`src/rtl/seq_pkg.sv`:
```
// Encodings and defaults shared by the pattern transmitter and the sequence detectors.
package seq_pkg;

  typedef enum logic [1:0] {
    ST_IDLE   = 2'b00,
    ST_SHIFT  = 2'b01,
    ST_PARITY = 2'b10,
    ST_DONE   = 2'b11
  } seq_state_e;

  localparam logic [3:0] SEQ_DEFAULT_PATTERN = 4'b1010;

endpackage

```
`src/rtl/seq_bit_ctr.sv`:
```
// Bit-index / repeat counter for seq_pattern_tx: idx wraps WIDTH-1 -> 0, decrementing rep.
module seq_bit_ctr #(
  parameter int WIDTH    = 4,
  parameter int REPEAT_W = 4,
  parameter int IDX_W    = (WIDTH > 1) ? $clog2(WIDTH) : 1
) (
  input  logic                clk,
  input  logic                rst,
  input  logic                clr,
  input  logic                init,
  input  logic                adv,
  input  logic [REPEAT_W-1:0] count,
  output logic [IDX_W-1:0]    nxt_idx,
  output logic                last_bit,
  output logic                last_word
);

  logic [IDX_W-1:0]    idx_q, idx_d;
  logic [REPEAT_W-1:0] rep_q, rep_d;

  assign last_bit  = (idx_q == IDX_W'(WIDTH - 1));
  assign last_word = (rep_q == REPEAT_W'(1));
  assign nxt_idx   = last_bit ? '0 : idx_q + IDX_W'(1);

  always_comb begin
    idx_d = idx_q;
    rep_d = rep_q;
    if (clr) begin
      idx_d = '0;
      rep_d = '0;
    end else if (init) begin
      idx_d = '0;
      rep_d = count;
    end else if (adv) begin
      idx_d = nxt_idx;
      if (last_bit) rep_d = rep_q - REPEAT_W'(1);
    end
  end

  always_ff @(posedge clk or posedge rst) begin
    if (rst) begin
      idx_q <= '0;
      rep_q <= '0;
    end else begin
      idx_q <= idx_d;
      rep_q <= rep_d;
    end
  end

endmodule

```
`src/rtl/seq_pattern_tx.sv`:
```
// Serial MSB-first pattern transmitter with start/busy/done handshake and abort.
// Define SEQ_PATTERN_TX_PARITY_EN to append an even-parity bit after every word.
module seq_pattern_tx
  import seq_pkg::*;
#(
  parameter int               WIDTH    = 4,
  parameter logic [WIDTH-1:0] PATTERN  = WIDTH'(SEQ_DEFAULT_PATTERN),
  parameter int               REPEAT_W = 4
) (
  input  logic                clk,
  input  logic                rst,
  input  logic                load,
  input  logic [WIDTH-1:0]    data_in,
  input  logic                start,
  input  logic [REPEAT_W-1:0] count,
  input  logic                abort,
  output logic                o,
  output logic                valid,
  output logic                busy,
  output logic                done
);

  localparam int IDX_W = (WIDTH > 1) ? $clog2(WIDTH) : 1;

  seq_state_e       state_q, state_d;
  logic [WIDTH-1:0] word_q, word_d;
  logic             o_q, o_d;
  logic             valid_q, valid_d;
  logic             busy_q, busy_d;
  logic             done_q, done_d;

  logic             ctr_clr, ctr_init, ctr_adv;
  logic [IDX_W-1:0] nxt_idx;
  logic [IDX_W-1:0] nxt_sel;
  logic             last_bit, last_word;

  seq_bit_ctr #(
    .WIDTH    (WIDTH),
    .REPEAT_W (REPEAT_W),
    .IDX_W    (IDX_W)
  ) u_ctr (
    .clk       (clk),
    .rst       (rst),
    .clr       (ctr_clr),
    .init      (ctr_init),
    .adv       (ctr_adv),
    .count     (count),
    .nxt_idx   (nxt_idx),
    .last_bit  (last_bit),
    .last_word (last_word)
  );

  // o is registered, so the bit loaded at each edge is the one for the next index
  assign nxt_sel = IDX_W'(WIDTH - 1) - nxt_idx;

  always_comb begin
    state_d  = state_q;
    word_d   = word_q;
    o_d      = 1'b0;
    valid_d  = 1'b0;
    busy_d   = 1'b0;
    done_d   = 1'b0;
    ctr_clr  = 1'b0;
    ctr_init = 1'b0;
    ctr_adv  = 1'b0;
    case (state_q)
      ST_IDLE: begin
        if (load) word_d = data_in;
        if (start) begin
          ctr_init = 1'b1;
          if (count != '0) begin
            state_d = ST_SHIFT;
            o_d     = word_d[WIDTH-1];
            valid_d = 1'b1;
            busy_d  = 1'b1;
          end else begin
            state_d = ST_DONE;
            done_d  = 1'b1;
          end
        end
      end
      ST_SHIFT: begin
        if (abort) begin
          state_d = ST_IDLE;
          ctr_clr = 1'b1;
        end else if (last_bit) begin
`ifdef SEQ_PATTERN_TX_PARITY_EN
          state_d = ST_PARITY;
          o_d     = ^word_q;
          valid_d = 1'b1;
          busy_d  = 1'b1;
`else
          if (last_word) begin
            state_d = ST_DONE;
            done_d  = 1'b1;
          end else begin
            ctr_adv = 1'b1;
            o_d     = word_q[nxt_sel];
            valid_d = 1'b1;
            busy_d  = 1'b1;
          end
`endif
        end else begin
          ctr_adv = 1'b1;
          o_d     = word_q[nxt_sel];
          valid_d = 1'b1;
          busy_d  = 1'b1;
        end
      end
`ifdef SEQ_PATTERN_TX_PARITY_EN
      ST_PARITY: begin
        if (abort) begin
          state_d = ST_IDLE;
          ctr_clr = 1'b1;
        end else if (last_word) begin
          state_d = ST_DONE;
          done_d  = 1'b1;
        end else begin
          // idx still sits on WIDTH-1, so advancing wraps it and consumes one repeat
          state_d = ST_SHIFT;
          ctr_adv = 1'b1;
          o_d     = word_q[WIDTH-1];
          valid_d = 1'b1;
          busy_d  = 1'b1;
        end
      end
`endif
      ST_DONE: state_d = ST_IDLE;
      default: state_d = ST_IDLE;
    endcase
  end

  always_ff @(posedge clk or posedge rst) begin
    if (rst) begin
      state_q <= ST_IDLE;
      word_q  <= PATTERN;
      o_q     <= 1'b0;
      valid_q <= 1'b0;
      busy_q  <= 1'b0;
      done_q  <= 1'b0;
    end else begin
      state_q <= state_d;
      word_q  <= word_d;
      o_q     <= o_d;
      valid_q <= valid_d;
      busy_q  <= busy_d;
      done_q  <= done_d;
    end
  end

  assign o     = o_q;
  assign valid = valid_q;
  assign busy  = busy_q;
  assign done  = done_q;

endmodule

```
`config.mk`:
```
export PLATFORM = sky130hd
export DESIGN_NAME = seq_pattern_tx
export DESIGN_NICKNAME = d
export VERILOG_FILES = /design/src/rtl/seq_pkg.sv /design/src/rtl/seq_bit_ctr.sv /design/src/rtl/seq_pattern_tx.sv
export SDC_FILE = /design/constraint.sdc
export NUM_CORES = 1
export LEC_CHECK = 0
export CAP_MARGIN = 10
export CORE_ASPECT_RATIO = 1.4
export CORE_MARGIN = 10
export CORE_UTILIZATION = 44
export CTS_CLUSTER_DIAMETER = 100
export DETAILED_ROUTE_END_ITERATION = 8
export PLACE_DENSITY = 0.73
export SYNTH_ARGS = -nofsm -noshare
export SYNTH_HDL_FRONTEND = slang
export SYNTH_SLANG_ARGS = --single-unit
```
`constraint.sdc`:
```
create_clock -name clk -period 1.4 [get_ports clk]
set_clock_uncertainty 0.05 [all_clocks]
set_input_delay 0.28 -clock clk [delete_from_list [all_inputs] [get_ports clk]]
set_output_delay 0.28 -clock clk [all_outputs]
set_load 0.05 [all_outputs]
```
Word-level counts from Yosys, hierarchy flattened
Index checks and enable logic that the tools add are counted.
- register bits after elaboration: 15
- output and inout port bits: 4
- $add $sub $neg: 3
- reductions and logical operators: 7
- mux-type cells: 40
- order comparisons: 1
- equal/unequal tests: 6
- operators with widths (kind ; number):
    1-bit 2-to-1 mux ; 21
    4-bit 2-to-1 mux ; 5
    2-bit 2-to-1 mux ; 9
    1-bit case mux with 2 select lines ; 3
    3-bit nonzero test ; 2
    4-bit by 1-bit equality test with 1-bit output, second input constant ; 1
    2-bit case mux with 2 select lines ; 1
    2-bit AND reduction ; 2
    4-bit nonzero test ; 1
    4-bit by 1-bit subtractor with 4-bit output, second input constant ; 1
    2-bit by 3-bit less-than comparator with 1-bit output, second input constant ; 1
    3-bit by 2-bit != test with 1-bit output, second input constant ; 1
    3-bit != test, second input constant ; 1
    3-bit AND reduction ; 1
    2-bit by 1-bit adder with 2-bit output, second input constant ; 1
    1-bit binary-select mux with 2-bit select ; 1
    2-bit by 1-bit equality test with 1-bit output, second input constant ; 1
    2-bit equality test, second input constant ; 1
    2-bit zero test ; 1
    2-bit != test, second input constant ; 1
    2-bit subtractor, first input constant ; 1

Depth between registers and ports, before layout
Gate-level depths: netlist of the first run.
- depth in word-level cells: 9
- gate-level depth with buffers: 5
- gate-level depth less buffers: 5

Cells and area by module
From an unflattened synthesis of the first run, not the netlist that was laid out.
- cell total of the unflattened synthesis: 76
- area, all modules: 862.1 sq um
- modules (own cells, without submodules) (module ; instances ; area an instance (sq um) ; cells each ; sequential area each (sq um)):
    seq_pattern_tx ; 1 ; 441.7 ; 31 ; 227.7
    seq_bit_ctr ; 1 ; 420.4 ; 45 ; 150.1

Least setup slack after synthesis of the first run
No wires, ideal clock.
- kind: reg2reg
- from: reg u_ctr.idx_q[0]
- to: reg u_ctr.idx_q[0]
- path slack: -0.094 ns
- arrival: 1.366 ns
- cell stages (with the launch flop): 5
- buffers on the path: 0
- cells stage by stage: dfrtp_1 ha_1 and4bb_2 or3_1 a21oi_1
- longest elaborated chain between the ends: 5
- ends and longest elaborated chain (item ; RTL line ; RTL):
    start, declared ; seq_bit_ctr.sv:18 ; logic [IDX_W-1:0] idx_q, idx_d;
    start signal, assigned ; seq_bit_ctr.sv:45 ; idx_q <= idx_d;
    2-bit by 1-bit adder with 2-bit output / 2-bit equality test (equally long branches) ; seq_bit_ctr.sv:23, seq_bit_ctr.sv:21 ;
    2-bit 2-to-1 mux / 1-bit 2-to-1 mux (equally long branches) ; seq_bit_ctr.sv:23, seq_pattern_tx.sv:86 ;
    2-bit 2-to-1 mux / 1-bit 2-to-1 mux (equally long branches) ; seq_bit_ctr.sv:34, seq_pattern_tx.sv:83 ;
    2-bit 2-to-1 mux / 1-bit 2-to-1 mux (equally long branches) ; seq_bit_ctr.sv:31, seq_pattern_tx.sv:66 ;
    2-bit 2-to-1 mux / 3-bit nonzero test (equally long branches) ; - ;
Parallel ways exist; a longest one is shown, timed or not. The select of a mux whose other input is x is not followed.
A chain may end at the register's enable or synchronous reset.

Worst setup path in the final report of the first run
- from: reg u_ctr.idx_q[0]
- to: reg o_q (netlist: o)
- longest elaborated chain between the ends: 9
- ends and longest elaborated chain (item ; RTL line ; RTL):
    2-bit by 1-bit adder with 2-bit output / 2-bit equality test (equally long branches) ; seq_bit_ctr.sv:23, seq_bit_ctr.sv:21 ;
    2-bit 2-to-1 mux ; seq_bit_ctr.sv:23 ; assign nxt_idx = last_bit ? '0 : idx_q + IDX_W'(1);
    2-bit subtractor ; seq_pattern_tx.sv:54 ; assign nxt_sel = IDX_W'(WIDTH - 1) - nxt_idx;
    1-bit binary-select mux with 2-bit select ; seq_pattern_tx.sv:98, seq_pattern_tx.sv:105 ;
    1-bit 2-to-1 mux (implied by the code) ; seq_pattern_tx.sv:98, seq_pattern_tx.sv:105 ;
    1-bit 2-to-1 mux ; seq_pattern_tx.sv:93 ; if (last_word) begin
    1-bit 2-to-1 mux (*) ; seq_pattern_tx.sv:86 ; end else if (last_bit) begin
    1-bit 2-to-1 mux (*) ; seq_pattern_tx.sv:83 ; if (abort) begin
    1-bit case mux with 2 select lines (*) ; seq_pattern_tx.sv:66 ; case (state_q)
    named net o_d ; seq_pattern_tx.sv:27 ; logic o_q, o_d;
    end signal, assigned ; seq_pattern_tx.sv:137 ; o_q <= 1'b0;
    end signal, assigned ; seq_pattern_tx.sv:144 ; o_q <= o_d;
    end, declared ; seq_pattern_tx.sv:27 ;
The timed path passes the listed nets; every way through them passes the cells marked *. The select of a mux whose other input is x is not followed.

==> results.txt, run 1 <==
Run status: finished with violations
Failing checks: negative setup slack
Root buffer cell: clkbuf_4
Crit start category: flip-flop
FF+latch area: 380 sq um
Placed Cells: 127
Setup Viol. Count Final: 11
Placer Congestion: 0.926
Final Hold Fails: 0
Initial antenna violation count: 0
DRT Pass-1 Iters: 4
Net Switching: 0.499 mW
CP arrival: 1.67 ns
Gr usage total: 12.1%
Ant diodes: 0
Final period util: 110%
Synth top area share: 39.8%
Synth top area cells: dfrtp_1 40%, dfstp_2 6.4%, mux2_2 5.5%, ha_1 4.6%, nand2_1 3.7%
Setup ws final: -0.134 ns
Post-DP HPWL: 1.75 mm
Commonest non-fill, non-tap cell in the layout: buf_4
Final Max Tran Viols: 0
Largest net degree at the start of global routing: 16
Std-Cell Core Area: 1760 sq um
Vias in the first global route: 845
Cell-internal power: 0.998 mW
Drt total wl: 2.65 mm
Height of the die: 71.0 microns
Area Overhead vs Synth: 74.2%
Worst Path Buf+Inv: 0
Min Hold Slack: 0.241 ns
PD cells: 1050 nW/um^2
Worst min path class: primary input to asynchronous set/reset pin
Actual slew at the worst max-slew pin: 0.275 ns
Syn. warnings: 0
CP Cell Sequence: ha_4 > mux4_2 > o2bb2ai_2
Drt wl/cell: 19.0 microns
Flop and latch count out of synthesis: 15
First-pass GRT wire length: 3.97 mm
Final min period: 1.53 ns
RSZ-0062 raised after global routing: yes
Number of max-cap violations: 0
DR vias: 821
Leak: 0.607 nW
Die area: 4010 sq um
Syn Nets: 91
VDD IR max: 1.00 mV
Most frequent cells in the layout: 22 x buf_4, 11 x dfrtp_1, 11 x clkdlybuf4s50_1, 7 x nand2_1
Fillers: 91
DR iter-0 viols: 37
Top-level I/O count: 17
Rows: 18
Crit Path Max Fanout: 2
Syn_area_per_cell: 10.9 sq um
Flop pwr share: 40.5%
Post-synthesis sequential area ratio: 46.2%
Max Clock Freq: 652 MHz
Fraction of layout cells with a size suffix above 1: 53.3%
Starting Density: 46.6%
Post-synthesis async set-or-reset flop share: 100%
Post-synthesis instance area: 818 sq um
CP Capture Type: flip-flop
Mapped Cells: 75
Top cell family by delay on the critical path: multiplexers
CTS Buf Count: 3
Port Buffers: 16
Clk pin slew, worst setup/hold paths: 0.09 ns
Slew margin rel.: 81.3%
Routed Antenna Nets: 0
Die width: 56.4 microns
Global route total overflow: 0
Post-Layout Cell Count: 140
Yosys top cell by area: dfrtp_1
Commonest register cell after synthesis: dfrtp_1
Htree depth: 1
Clk Latency, worst-skew pair: 0.29 ns
Clk sinks: 15
Critical path class: flip-flop to flip-flop
Nets@finish: 137
Required @ worst endpoint: 1.54 ns
Net Sw Frac: 33.3%
# DRC: 0
Multi-input logic area: 539 sq um
Detailed-route vias per instance: 5.86
CTS max path bufs: 2
CTS tree: built
Number of flops mapped to enable cells by yosys: 0
CP max stage delay: 0.50 ns
Slowest cell on crit path: mux4_2
Cell variety after synth: 28
Combinational group share of total power: 42.1%
R2R Setup Slk: -0.13 ns
Clock share of power: 17.4%
[worst paths after layout]
check / from / endpoint / cells after the start
min in group clk: abort / state_q[0] / 2
max in group asynchronous: rst / word_q[1] / 3
min reg2reg: word_q[2] / word_q[2] / 1
max: u_ctr.idx_q[0] / o / 3
min: rst / busy / 3
max reg2reg: u_ctr.idx_q[0] / o / 3
[stage by stage]
step	TNS [ns]	worst slack (ns)	cell area [sq um]	utilization, %	power [mW]
2_1_floorplan	-0.0875	-0.0449	838	-	0.852
3_3_place_gp	-2.95	-0.314	1180	67.2	1.07
3_5_place_dp	-3.46	-0.361	1180	67.2	1.10
4_1_cts	-0.268	-0.108	1300	74.0	1.38
5_1_grt	-1.04	-0.157	1430	81.1	1.55
6_report	-0.414	-0.134	1430	81.1	1.50
[power by group through the flow]
| stage | sequential (mW) | clock [mW] | combinational (mW) |
|---|---|---|---|
| global route | 0.613 | 0.271 | 0.666 |
| floorplan | 0.612 | 0 | 0.241 |
| CTS | 0.595 | 0.251 | 0.529 |
| global placement | 0.590 | 0 | 0.481 |
| finish | 0.605 | 0.261 | 0.631 |
| detailed placement | 0.599 | 0 | 0.500 |
[area by class of cell]
| class | instances | share of cell area (%) |
|---|---|---|
| inverter | 6 | 1.58 |
| sequential | 15 | 26.7 |
| timing repair buffer | 44 | 30.3 |
| clock buffer | 4 | 1.84 |
| multi-input combinational | 51 | 37.8 |
| tap | 20 | 1.76 |
[synth_stat cells (3+ instances only)]
| cell type | number |
|---|---|
| dfrtp_1 | 13 |
| nand2_1 | 8 |
| inv_1 | 6 |
| mux2_2 | 4 |
| nor2_1 | 4 |
| ha_1 | 3 |
| nor3b_1 | 3 |
| o221ai_1 | 3 |
| o22ai_1 | 3 |
[tightest hold or removal path, delay by kind of cell]
family	cells	cell delay, ns
buffers and inverters	3	0.68
[cells by family after synthesis]
group	share of synthesized area, %
buffers and inverters	5.96
muxes	10.7
DFF	46.2
AOI/OAI and AO/OA	14.8
and+or+nand+nor	17.7
adders and majority gates	4.59
[metal layers]
metal / track usage [%] / vias to the layer above / part of all wire, %
met1: 11.5 / 406 / 38
met5: 0 / - / 0
met2: 23.2 / 33 / 55
met3: 2.86 / 10 / 3.8
met4: 5.36 / 0 / 3.4
li1: - / 372 / -
[timing repair]
| item | in CTS | in global routing |
|---|---|---|
| hold buffers | 0 | 0 |
| endpoints found under the setup margin | 9 | 13 |
| gates cloned | 0 | 0 |
| gates resized for setup | 13 | 21 |
| setup buffers | 5 | 4 |
| pin swaps | 6 | 5 |
[sequential cells by signal, indices dropped and copies added (netlist names)]
| register | count |
|---|---|
| state_q | 2 |
| o | 1 |
| u_ctr.rep_q | 4 |
| u_ctr.idx_q | 2 |
| word_q | 4 |
| done | 1 |
| busy | 1 |
No activity file was read; power rests on OpenSTA's default activity.
==> run 2: changes to the inputs <==
Settings changed: MAX_ROUTING_LAYER from default to met4.
Clock period 1.4 ns to 1.37 ns, I/O delays scaled along.
==> results.txt, run 2 (synthesis gave the netlist of run 1 again) <==
CP max stage delay: 0.50 ns (about the same)
Fillers: 88 (was 91)
Actual slew at the worst max-slew pin: 0.284 ns (was 0.275 ns)
Drt wl/cell: 24.0 microns (was 19.0 microns)
Placement Cell Area: 1220 sq um (was 1180 sq um)
Net Switching: 0.570 mW (was 0.499 mW)
Gr usage total: 13.5% (was 12.1%)
Ant diodes: 0 (unchanged)
Slew margin rel.: 81.1% (was 81.3%)
Detailed-route vias per instance: 6.19 (was 5.86)
CTS hold repair buffers: 0 (unchanged)
Run status: finished with violations (unchanged)
Multi-input logic area: 563 sq um (was 539 sq um)
CP Capture Type: flip-flop (unchanged)
Combinational group share of total power: 44.2% (was 42.1%)
PD cells: 1080 nW/um^2 (was 1050 nW/um^2)
Initial antenna violation count: 0 (unchanged)
Post-DP HPWL: 1.73 mm (was 1.75 mm)
Nets@finish: 142 (was 137)
Height of the die: 71.0 microns (unchanged)
Placement Setup Slack: -0.386 ns (was -0.361 ns)
Vias in the first global route: 857 (was 845)
DRT Pass-1 Iters: 4 (unchanged)
Met3 Routed Length: 176 microns (was 101 microns)
Clk pin slew, worst setup/hold paths: 0.10 ns (was 0.09 ns)
Routed wl met2: 1.92 mm (was 1.45 mm)
Top-level I/O count: 17 (unchanged)
Std-Cell Core Area: 1760 sq um (unchanged)
CTS tree: built (unchanged)
Final Max Tran Viols: 0 (unchanged)
CTS Buf Count: 3 (unchanged)
Most frequent cells in the layout: 23 x buf_4, 11 x dfrtp_1, 11 x clkdlybuf4s50_1, 9 x buf_6, 6 x nand2_1 (was 22 x buf_4, 11 x dfrtp_1, 11 x clkdlybuf4s50_1, 7 x nand2_1)
Highest routed layer: met4 (unchanged)
RSZ-0062 raised after global routing: yes (unchanged)
Htree depth: 1 (unchanged)
Final Hold Fails: 0 (unchanged)
Top flop regs: u_ctr.rep_q (4), word_q (4) (unchanged)
Crit Path Max Fanout: 2 (unchanged)
Setup tns final: -0.836 ns (was -0.414 ns)
Leak: 0.639 nW (was 0.607 nW)
CTS max path bufs: 2 (unchanged)
CP arrival: 1.70 ns (was 1.67 ns)
Fraction of layout cells with a size suffix above 1: 57.6% (was 53.3%)
Global route total overflow: 0 (unchanged)
Setup ws final: -0.179 ns (was -0.134 ns)
Port Buffers: 16 (unchanged)
Clk Latency, worst-skew pair: 0.31 ns (was 0.29 ns)
Final min period: 1.55 ns (was 1.53 ns)
Routed Antenna Nets: 0 (unchanged)
Rows: 18 (unchanged)
Placer Congestion: 0.870 (was 0.926)
Setup Viol. Count Final: 12 (was 11)
Final period util: 113% (was 110%)
VDD IR max: 0.799 mV (was 1.00 mV)
Die area: 4010 sq um (unchanged)
Root buffer cell: clkbuf_4 (unchanged)
FF+latch area: 380 sq um (unchanged)
Cell-internal power: 1.06 mW (was 0.998 mW)
First-pass GRT wire length: 4.16 mm (was 3.97 mm)
Slowest cell on crit path: mux4_2 (unchanged)
Failing checks: negative setup slack (unchanged)
Largest net degree at the start of global routing: 16 (unchanged)
Area Overhead vs Synth: 84.6% (was 74.2%)
Worst min path class: primary input to asynchronous set/reset pin (unchanged)
# DRC: 0 (unchanged)
Die width: 56.4 microns (unchanged)
Starting Density: 46.6% (unchanged)
DR vias: 898 (was 821)
Fin area: 1510 sq um (was 1430 sq um)
Max Clock Freq: 645 MHz (was 652 MHz)
Flop pwr share: 38.3% (was 40.5%)
Number of max-cap violations: 0 (unchanged)
Required @ worst endpoint: 1.52 ns (was 1.54 ns)
Clock share of power: 17.5% (was 17.4%)
CP Cell Sequence: ha_4 > mux4_2 > o2bb2ai_1 (was ha_4 > mux4_2 > o2bb2ai_2)
Commonest non-fill, non-tap cell in the layout: buf_4 (unchanged)
Critical path class: flip-flop to flip-flop (unchanged)
Crit start category: flip-flop (unchanged)
Net Sw Frac: 35.1% (was 33.3%)
WL met1: 1.24 mm (was 1.01 mm)
Drt total wl: 3.49 mm (was 2.65 mm)
DR iter-0 viols: 61 (was 37)
Clk sinks: 15 (unchanged)
-- run 2: cell types whose count changed in the layout (fill, tap and decap cells not counted), moves of 2 or more --
cell      previous run  this run
buf_6                6         9
inv_1                6         4
inv_2                0         2
o221ai_2             1         3
o22ai_1              0         2
o22ai_2              2         0
-- run 2: per-stage QoR --
step                hold WS [ns]  power, mW  instances  utilization [%]
detailed placement         0.445       1.12        133             69.7
floorplan                  0.124      0.871         75                -
CTS                        0.234       1.44        140             76.9
global placement           0.439       1.10        133             69.7
global route               0.255       1.68        145             86.0
finish                     0.229       1.63        145             86.0
-- run 2: power groups by stage --
stage | clock network [mW] | registers (mW) | logic [mW]
4_1_cts | 0.262 | 0.608 | 0.568
3_3_place_gp | 0 | 0.604 | 0.499
5_1_grt | 0.299 | 0.626 | 0.754
6_report | 0.285 | 0.623 | 0.718
2_1_floorplan | 0 | 0.625 | 0.246
3_5_place_dp | 0 | 0.610 | 0.514
-- run 2: area by class of cell --
class | instances | share of cell area, %
inverters | 6 | 1.49
clock buffers | 4 | 1.74
repair buffers | 49 | 32.6
flip-flops and latches | 15 | 25.2
well taps | 20 | 1.66
multi-input cells | 51 | 37.3
-- run 2: final timing paths --
kind / depth (start not counted) / slack, ns / end / start
setup reg to reg: 3 / -0.18 / o / u_ctr.idx_q[1]
setup / recovery: 3 / -0.18 / o / u_ctr.idx_q[1]
hold / removal: 3 / 0.23 / u_ctr.rep_q[0] / rst
hold reg to reg: 1 / 0.49 / state_q[0] / state_q[1]
max in group asynchronous: 3 / 0.79 / word_q[1] / rst
min in group clk: 2 / 0.43 / state_q[0] / abort
-- run 2: layer usage --
layer	GRT usage (%)	up-vias
li1	-	382
met1	13.2	452
met2	23.5	47
met3	2.14	17
met4	9.12	0
met5	-	-
-- run 2: worst max-delay path, delay by kind of cell (launching register included) --
kind / cells / cell delay, ns
AO/OA/AOI/OAI: 1 / 0.15
adder cells (fa/ha/maj): 1 / 0.30
flip-flops: 1 / 0.44
multiplexers: 1 / 0.50
-- run 2: timing repair --
item,CTS,global route
gates cloned,0,0
buffers inserted,3,5
setup endpoints to repair,9,12
gates resized for setup,18,25
pin swaps,9,10
==> run 3: changes to the inputs <==
Settings changed: CORE_MARGIN 10 to default.
==> results.txt, run 3 (synthesis gave the netlist of run 1 again) <==
CTS tree: built (unchanged)
Vias in the first global route: 754 (was 857)
Largest net degree at the start of global routing: 16 (unchanged)
First-pass GRT wire length: 3.22 mm (was 4.16 mm)
Slew margin rel.: 75.7% (was 81.1%)
CP Cell Sequence: or3b_4 > buf_4 > o21ai_1 > a21oi_2 (was ha_4 > mux4_2 > o2bb2ai_1)
Crit start category: flip-flop (unchanged)
Setup tns final: -0.763 ns (was -0.836 ns)
Top-level I/O count: 17 (unchanged)
CP Capture Type: flip-flop (unchanged)
Number of max-cap violations: 0 (unchanged)
Fillers: 93 (was 88)
Min Hold Slack: 0.232 ns (was 0.229 ns)
Height of the die: 53.0 microns (was 71.0 microns)
Root buffer cell: clkbuf_4 (unchanged)
Fraction of layout cells with a size suffix above 1: 57.7% (was 57.6%)
Fin area: 1490 sq um (was 1510 sq um)
Initial antenna violation count: 0 (unchanged)
Multi-input logic area: 571 sq um (was 563 sq um)
Rows: 18 (unchanged)
CTS max path bufs: 2 (unchanged)
Drt total wl: 2.74 mm (was 3.49 mm)
Clk sinks: 15 (unchanged)
Actual slew at the worst max-slew pin: 0.358 ns (was 0.284 ns)
# DRC: 0 (unchanged)
DR iter-0 viols: 25 (was 61)
Top cell family by delay on the critical path: flip-flops (was multiplexers)
Max Clock Freq: 653 MHz (was 645 MHz)
Placement Cell Area: 1210 sq um (was 1220 sq um)
Top flop regs: u_ctr.rep_q (4), word_q (4) (unchanged)
Placer Congestion: 0.809 (was 0.870)
Run status: finished with violations (unchanged)
Clk Latency, worst-skew pair: 0.30 ns (was 0.31 ns)
Post-DP HPWL: 1.49 mm (was 1.73 mm)
Leak: 0.633 nW (was 0.639 nW)
PD cells: 1060 nW/um^2 (was 1080 nW/um^2)
Most frequent cells in the layout: 23 x buf_4, 11 x dfrtp_1, 11 x clkdlybuf4s50_1, 8 x nand2_1, 8 x buf_6 (was 23 x buf_4, 11 x dfrtp_1, 11 x clkdlybuf4s50_1, 9 x buf_6, 6 x nand2_1)
Critical path class: flip-flop to flip-flop (unchanged)
CTS hold repair buffers: 0 (unchanged)
Htree depth: 1 (unchanged)
Slowest cell on crit path: dfrtp_2 (was mux4_2)
Worst Path Buf+Inv: 1 (was 0)
Starting Density: 46.6% (unchanged)
CP max stage delay: 0.51 ns (was 0.50 ns)
Setup ws final: -0.160 ns (was -0.179 ns)
Final period util: 112% (was 113%)
Reg2Reg Depth: 4 (was 3)
Final Hold Fails: 0 (unchanged)
Nets@finish: 140 (was 142)
Finished Core Util: 84.9% (was 86.0%)
DRT Pass-1 Iters: 4 (unchanged)
Commonest non-fill, non-tap cell in the layout: buf_4 (unchanged)
Port Buffers: 16 (unchanged)
Setup Viol. Count Final: 11 (was 12)
Std-Cell Core Area: 1760 sq um (unchanged)
Number of cells on the critical path: 4 (was 3)
Required @ worst endpoint: 1.52 ns (about the same)
Routed Antenna Nets: 0 (unchanged)
Final min period: 1.53 ns (was 1.55 ns)
DR vias: 831 (was 898)
RSZ-0062 raised after global routing: yes (unchanged)
Global route total overflow: 0 (unchanged)
Worst min path class: primary input to asynchronous set/reset pin (unchanged)
Die width: 38.4 microns (was 56.4 microns)
Final Max Tran Viols: 0 (unchanged)
R2R Setup Slk: -0.16 ns (was -0.18 ns)
Crit Path Max Fanout: 8 (was 2)
Die area: 2040 sq um (was 4010 sq um)
Clk pin slew, worst setup/hold paths: 0.10 ns (about the same)
CP arrival: 1.68 ns (was 1.70 ns)
Ant diodes: 0 (unchanged)
Failing checks: negative setup slack (unchanged)
VDD IR max: 0.948 mV (was 0.799 mV)
FF+latch area: 380 sq um (unchanged)
CTS Buf Count: 3 (unchanged)
Detailed-route vias per instance: 5.81 (was 6.19)
Area Overhead vs Synth: 82.3% (was 84.6%)
Placement Setup Slack: -0.394 ns (was -0.386 ns)
Drt wl/cell: 19.1 microns (was 24.0 microns)
Gr usage total: 24.1% (was 13.5%)
==> run 3: cell types whose count changed in the layout (fill, tap and decap cells not counted), sizes merged <==
| cell | change |
|---|---|
| clkbuf | -1 |
| dlygate4sd2 | -1 |
| dlymetal6s2s | +1 |
| clkinv | +1 |
| buf | -2 |
==> run 3: final cells by class <==
class	count	area share (%)
inverters	6	1.51
clock buffers	3	1.51
well taps	20	1.68
clock inverters	1	0.336
flip-flops and latches	15	25.5
repair buffers	47	31.2
multi-input cells	51	38.3
==> run 3: final timing paths <==
| check | start | end |
|---|---|---|
| worst min-delay path | rst | busy |
| max in group asynchronous | rst | word_q[3] |
| worst min register to register | word_q[2] | word_q[2] |
| worst max register to register | state_q[0] | u_ctr.idx_q[0] |
| min in group clk | abort | state_q[0] |
| worst max-delay path | state_q[0] | u_ctr.idx_q[0] |
==> run 3: report_power, final <==
| part | switching, mW | internal (mW) |
|---|---|---|
| Sequential | 0.0887 | 0.532 |
| Clock | 0.161 | 0.109 |
| Combinational | 0.287 | 0.404 |
==> run 3: metrics by stage <==
step	instances	power, mW
after floorplan	75	0.871
after global placement	131	1.09
after detailed placement	131	1.11
after CTS	139	1.43
final	143	1.58
after global routing	143	1.65
==> run 3: tightest hold or removal path: cells and delay by family <==
family / cells / cell delay (ns)
buf+inv: 3 / 0.69
==> run 3: repair_timing <==
item                                    4_1_cts  5_1_grt
endpoints found under the setup margin        9       11
gates resized for setup                       8       34
cloned                                        0        0
setup buffers                                 4        4
pin swaps                                     4       17
==> run 3: per-layer routing <==
layer / share of wire (%) / wire, microns / global-route usage [%]
met1: 38 / 1040 / 24.7
met2: 54 / 1490 / 43.2
met3: 3.2 / 88 / 3.78
met4: 4.2 / 114 / 12.1
met5: 0 / 0 / -
